<file path="src/rtl/sign_ext_if.sv">
// Bus bundle for the immediate extender: operand/mode in, combinational and registered results out.
// neg_count is present only when SIGNEXT_NEGCOUNT_EN is defined.
interface sign_ext_if #(
    parameter int unsigned IN_W  = 16,
    parameter int unsigned OUT_W = 32
);
    logic [IN_W-1:0]  a;
    logic [1:0]       mode;
    logic             in_valid;
    logic [OUT_W-1:0] y;
    logic [OUT_W-1:0] y_q;
    logic             out_valid;
`ifdef SIGNEXT_NEGCOUNT_EN
    logic [15:0]      neg_count;
`endif

    modport master (
        output a, mode, in_valid,
`ifdef SIGNEXT_NEGCOUNT_EN
        input  neg_count,
`endif
        input  y, y_q, out_valid
    );

    modport slave (
        input  a, mode, in_valid,
`ifdef SIGNEXT_NEGCOUNT_EN
        output neg_count,
`endif
        output y, y_q, out_valid
    );
endinterface

</file>
<file path="src/rtl/sign_ext.sv">
// MIPS immediate extender: combinational y plus an ID/EX-style registered copy with valid.
// Optional macro SIGNEXT_NEGCOUNT_EN adds neg_count, a count of negative captures in modes 00/10.
module sign_ext #(
    parameter int unsigned IN_W  = 16,
    parameter int unsigned OUT_W = 32
) (
    input  logic          clk,
    input  logic          rst,
    sign_ext_if.slave     bus
);
    localparam int unsigned EXT_W = OUT_W - IN_W;

    localparam logic [1:0] MODE_SEXT = 2'b00;
    localparam logic [1:0] MODE_ZEXT = 2'b01;
    localparam logic [1:0] MODE_BOFS = 2'b10;
    localparam logic [1:0] MODE_LUI  = 2'b11;

    logic [OUT_W-1:0] sext;
    logic [OUT_W-1:0] y_c;
    logic [OUT_W-1:0] res_d, res_q;
    logic             vld_d, vld_q;

    // Result selection; each output bit depends only on the a bits that feed it.
    always_comb begin
        sext = {{EXT_W{bus.a[IN_W-1]}}, bus.a};
        y_c  = sext;
        case (bus.mode)
            MODE_SEXT: y_c = sext;
            MODE_ZEXT: y_c = {{EXT_W{1'b0}}, bus.a};
            MODE_BOFS: y_c = {sext[OUT_W-3:0], 2'b00};
            MODE_LUI:  y_c = {bus.a, {EXT_W{1'b0}}};
            default:   y_c = sext;
        endcase
    end

    always_comb begin
        res_d = res_q;
        vld_d = 1'b0;
        if (!rst) begin
            res_d = '0;
        end else if (bus.in_valid) begin
            res_d = y_c;
            vld_d = 1'b1;
        end
    end

    always_ff @(posedge clk) begin
        res_q <= res_d;
        vld_q <= vld_d;
    end

    assign bus.y         = y_c;
    assign bus.y_q       = res_q;
    assign bus.out_valid = vld_q;

`ifdef SIGNEXT_NEGCOUNT_EN
    logic [15:0] neg_cnt_d, neg_cnt_q;

    // Sign bit only matters as a source sign in the sign-extending modes (mode[0]==0).
    always_comb begin
        neg_cnt_d = neg_cnt_q;
        if (!rst) begin
            neg_cnt_d = '0;
        end else if (bus.in_valid && bus.a[IN_W-1] && !bus.mode[0]) begin
            neg_cnt_d = neg_cnt_q + 16'd1;
        end
    end

    always_ff @(posedge clk) begin
        neg_cnt_q <= neg_cnt_d;
    end

    assign bus.neg_count = neg_cnt_q;
`endif
endmodule

</file>
<file path="src/flat_wrapper.sv">
// flat-port wrapper written by rule: the top's interface ports become plain ports
module sign_ext_flat 
#(
    parameter int unsigned IN_W  = 16,
    parameter int unsigned OUT_W = 32
)
  (clk, rst, bus_a, bus_mode, bus_in_valid, bus_y, bus_y_q, bus_out_valid);
  sign_ext_if #(.IN_W(IN_W), .OUT_W(OUT_W)) bus_i ();
  input  logic clk;
  input  logic rst;
  input wire logic [$bits(bus_i.a)-1:0] bus_a;
  input wire logic [$bits(bus_i.mode)-1:0] bus_mode;
  input wire logic [$bits(bus_i.in_valid)-1:0] bus_in_valid;
  output wire logic [$bits(bus_i.y)-1:0] bus_y;
  output wire logic [$bits(bus_i.y_q)-1:0] bus_y_q;
  output wire logic [$bits(bus_i.out_valid)-1:0] bus_out_valid;
  assign bus_i.a = bus_a;
  assign bus_i.mode = bus_mode;
  assign bus_i.in_valid = bus_in_valid;
  assign bus_y = bus_i.y;
  assign bus_y_q = bus_i.y_q;
  assign bus_out_valid = bus_i.out_valid;
  sign_ext #(.IN_W(IN_W), .OUT_W(OUT_W)) u_core (.clk(clk), .rst(rst), .bus(bus_i));
endmodule
</file>
<file path="config.mk">
export PLATFORM = sky130hd
export DESIGN_NAME = sign_ext_flat
export DESIGN_NICKNAME = d
export VERILOG_FILES = /design/src/rtl/sign_ext_if.sv /design/src/rtl/sign_ext.sv /design/src/flat_wrapper.sv
export SDC_FILE = /design/constraint.sdc
export NUM_CORES = 1
export LEC_CHECK = 0
export ABC_CLOCK_PERIOD_IN_PS = 2000
export BUFFER_PORTS_ARGS = -buffer_cell sky130_fd_sc_hd__buf_2
export CAP_MARGIN = 20
export CORE_UTILIZATION = 46
export DETAILED_ROUTE_END_ITERATION = 10
export GPL_ROUTABILITY_DRIVEN = 0
export PLACE_DENSITY = 0.92
export SYNTH_ARGS = -nofsm -noshare
export SYNTH_HDL_FRONTEND = slang
export SYNTH_SLANG_ARGS = --single-unit
export TNS_END_PERCENT = 5
</file>
<file path="constraint.sdc">
create_clock -name clk -period 2 [get_ports clk]
set_clock_uncertainty 0.05 [all_clocks]
set_input_delay 0.3 -clock clk [delete_from_list [all_inputs] [get_ports clk]]
set_output_delay 0.3 -clock clk [all_outputs]
set_load 0.05 [all_outputs]
</file>
==> impl_metrics.py <==
metrics = {
    "yosys": {
        "synthCells": 197,
        "synth_nets": 218,
        "yosysWarnings": 0,
        "avgSynthCellArea_sq_um": 7.61,
        "yosysSeqAreaShare_pct": 44.1,
        "synth_cell_types": 20,
        "synth_area_sq_um": 1500,
        "ys_ff_latch": 33,
    },
    "power": {
        "p_leak_nw": 1.08,
        "powerDensity_nw_per_um2": 883,
        "ir_worst_vdd_mv": 0.398,
        "total_power_mw": 1.76,
    },
    "drt": {
        "wirelength_um": 4150,
        "ant_nets": 0,
        "drtIter0Drc": 88,
        "vias": 1678,
        "wire_per_inst_um": 12.9,
        "drc_errors": 0,
        "routed_via_density": 5.23,
        "first_pass_iters": 4,
    },
    "floorplanning": {
        "die_area_sq_um": 3490,
        "die_w_um": 59.1,
        "ios": 86,
        "die_y_um": 59.1,
        "initial_core_util_pct": 48.7,
        "core.rowCount": 20,
        "coreArea_sq_um": 3080,
    },
    "setup_path": {
        "crit_type": "input port to primary output",
        "cp.required_ns": 1.65,
        "endpoint_kind": "primary output",
        "crit_fanout": 13,
        "start_kind": "input port",
        "critPathArrivalTime_ns": 1.42,
    },
    "final_layout": {
        "layout_commonest_cell": "buf_2",
        "n_antenna_cell": 0,
        "seqCellArea_sq_um": 661,
        "fillers": 317,
        "layout_common_cells": "buf_2 (85), nand2_1 (62), dfxtp_1 (33)",
        "multiInputGateArea_sq_um": 737,
        "syn2layout_area_growth_pct": 32.8,
        "nNetsFinal": 297,
        "fin_area_sq_um": 1990,
        "drive_above_1_share_pct": 38.3,
    },
    "place": {
        "port_buffers": 85,
        "dp_hpwl_um": 3020,
        "placed_cell_area_sq_um": 1920,
    },
    "sta": {
        "drv_slew": 0,
        "slew_headroom_pct": 65.4,
        "rsz0062_at_grt": "no",
        "finalSetupTns_ns": 0,
        "setup_viol": 0,
        "worstMarginPinSlew_ns": 0.519,
        "max_freq_ghz": 0.566,
        "hold_ws_ns": 0.200,
        "hold_violations": 0,
        "layout_min_cycle_time_ns": 1.77,
        "period_share_pct": 88.3,
    },
    "status": {
        "status": "completed",
    },
    "global_routing": {
        "first_global_vias": 1406,
        "grtUsageTotal_pct": 24.3,
        "antenna_found_initial": 0,
        "grt_pass1_wl_um": 6310,
        "grt_max_degree": 64,
        "grt_overflow_total": 0,
    },
    "clock_tree": {
        "cts-htree-levels": 2,
        "post-cts-setup-buffers": 0,
        "cts_buffers": 5,
        "cts_tree": "built",
        "cts.hold.buffers_added": 0,
        "clk_latency_ns": 0.34,
        "clk_path_buf_depth": 2,
        "cts_sinks": 33,
        "ctsResizeCount": 0,
        "clk_pin_slew_worst_paths_ns": 0.10,
        "root_buffer": "clkbuf_4",
    },
    "min_path": {
        "hp-class": "input port to flip-flop",
    },
    "run": {
        "max_cap_violations": 0,
    },
}
per-layer routing:
| metal | vias up | track usage, % | part of all wire, % | routed length, um |
|---|---|---|---|---|
| met5 | - | 0 | 0 | 0 |
| met4 | 0 | 10.5 | 2.6 | 106 |
| met3 | 13 | 6.99 | 6.8 | 283 |
| met2 | 84 | 38.6 | 45 | 1860 |
| met1 | 742 | 30.6 | 46 | 1900 |
| li1 | 839 | - | - | - |
registers in the layout (all words and copies together) (netlist names):
register / cells
u_core.bus.y_q: 32
u_core.bus.out_valid: 1
cells in the mapped netlist:
| library cell | count | share of area [%] |
|---|---|---|
| mux2i_1 | 2 | 1.3 |
| nand3_1 | 1 | 0.33 |
| buf_4 | 1 | 0.50 |
| o211ai_1 | 1 | 0.50 |
| a31oi_1 | 29 | 12 |
| nand2b_1 | 2 | 0.83 |
| buf_2 | 5 | 1.7 |
| clkbuf_1 | 8 | 2.0 |
| buf_12 | 1 | 1.3 |
| nor2b_1 | 2 | 0.83 |
| and2_1 | 2 | 0.83 |
| a21boi_0 | 2 | 1.0 |
| nand2_2 | 10 | 4.2 |
| nand2_1 | 62 | 16 |
| and2b_1 | 3 | 1.5 |
| buf_6 | 1 | 0.75 |
| a21o_1 | 1 | 0.50 |
| inv_1 | 2 | 0.50 |
| dfxtp_1 | 33 | 44 |
| o21ai_0 | 29 | 9.7 |
final cells by class:
| cell class | count | share of cell area (%) |
|---|---|---|
| tap | 44 | 2.77 |
| sequential | 33 | 33.2 |
| multi-input combinational | 146 | 37.0 |
| clock buffer | 7 | 3.27 |
| inverter | 2 | 0.377 |
| timing repair buffer | 88 | 23.1 |
| clock inverter | 1 | 0.251 |
logic make-up (layout without fill, tap and decap cells):
kind of cell,after synthesis,count (layout),share of synthesized area (%)
and+or+nand+nor,82,82,24.0
AOI/OAI and AO/OA,62,62,23.8
DFF,33,33,44.1
buffers and inverters,18,98,6.76
muxes,2,2,1.34
through the flow:
stage | worst slack [ns] | cells | util [%]
5_1_grt | 0.123 | 321 | 64.7
3_3_place_gp | 0.238 | 313 | 62.4
4_1_cts | 0.240 | 321 | 64.7
2_1_floorplan | 0.353 | 197 | -
6_report | 0.234 | 321 | 64.7
3_5_place_dp | 0.238 | 313 | 62.4
path summary, 6_finish.rpt:
kind | start | cells past startpoint | slack (ns) | to
min reg2reg | u_core.bus.y_q[31] | 2 | 0.43 | u_core.bus.y_q[31]
min | bus_a[2] | 3 | 0.20 | u_core.bus.y_q[18]
max reg2reg | u_core.bus.y_q[27] | 2 | 1.27 | u_core.bus.y_q[27]
max | bus_mode[0] | 5 | 0.23 | bus_y[3]
worst max-delay path, cell delays in order:
cell and delay [ns]:
buf_2 0.13, and2b_1 0.46, nand2_1 0.17, nand2_1 0.10
buf_2 0.25
power breakdown:
| group | internal, mW | switching, mW |
|---|---|---|
| sequential | 0.701 | 0.0189 |
| clock | 0.204 | 0.227 |
| combinational | 0.130 | 0.477 |
Power figures use the tool's default switching activity.
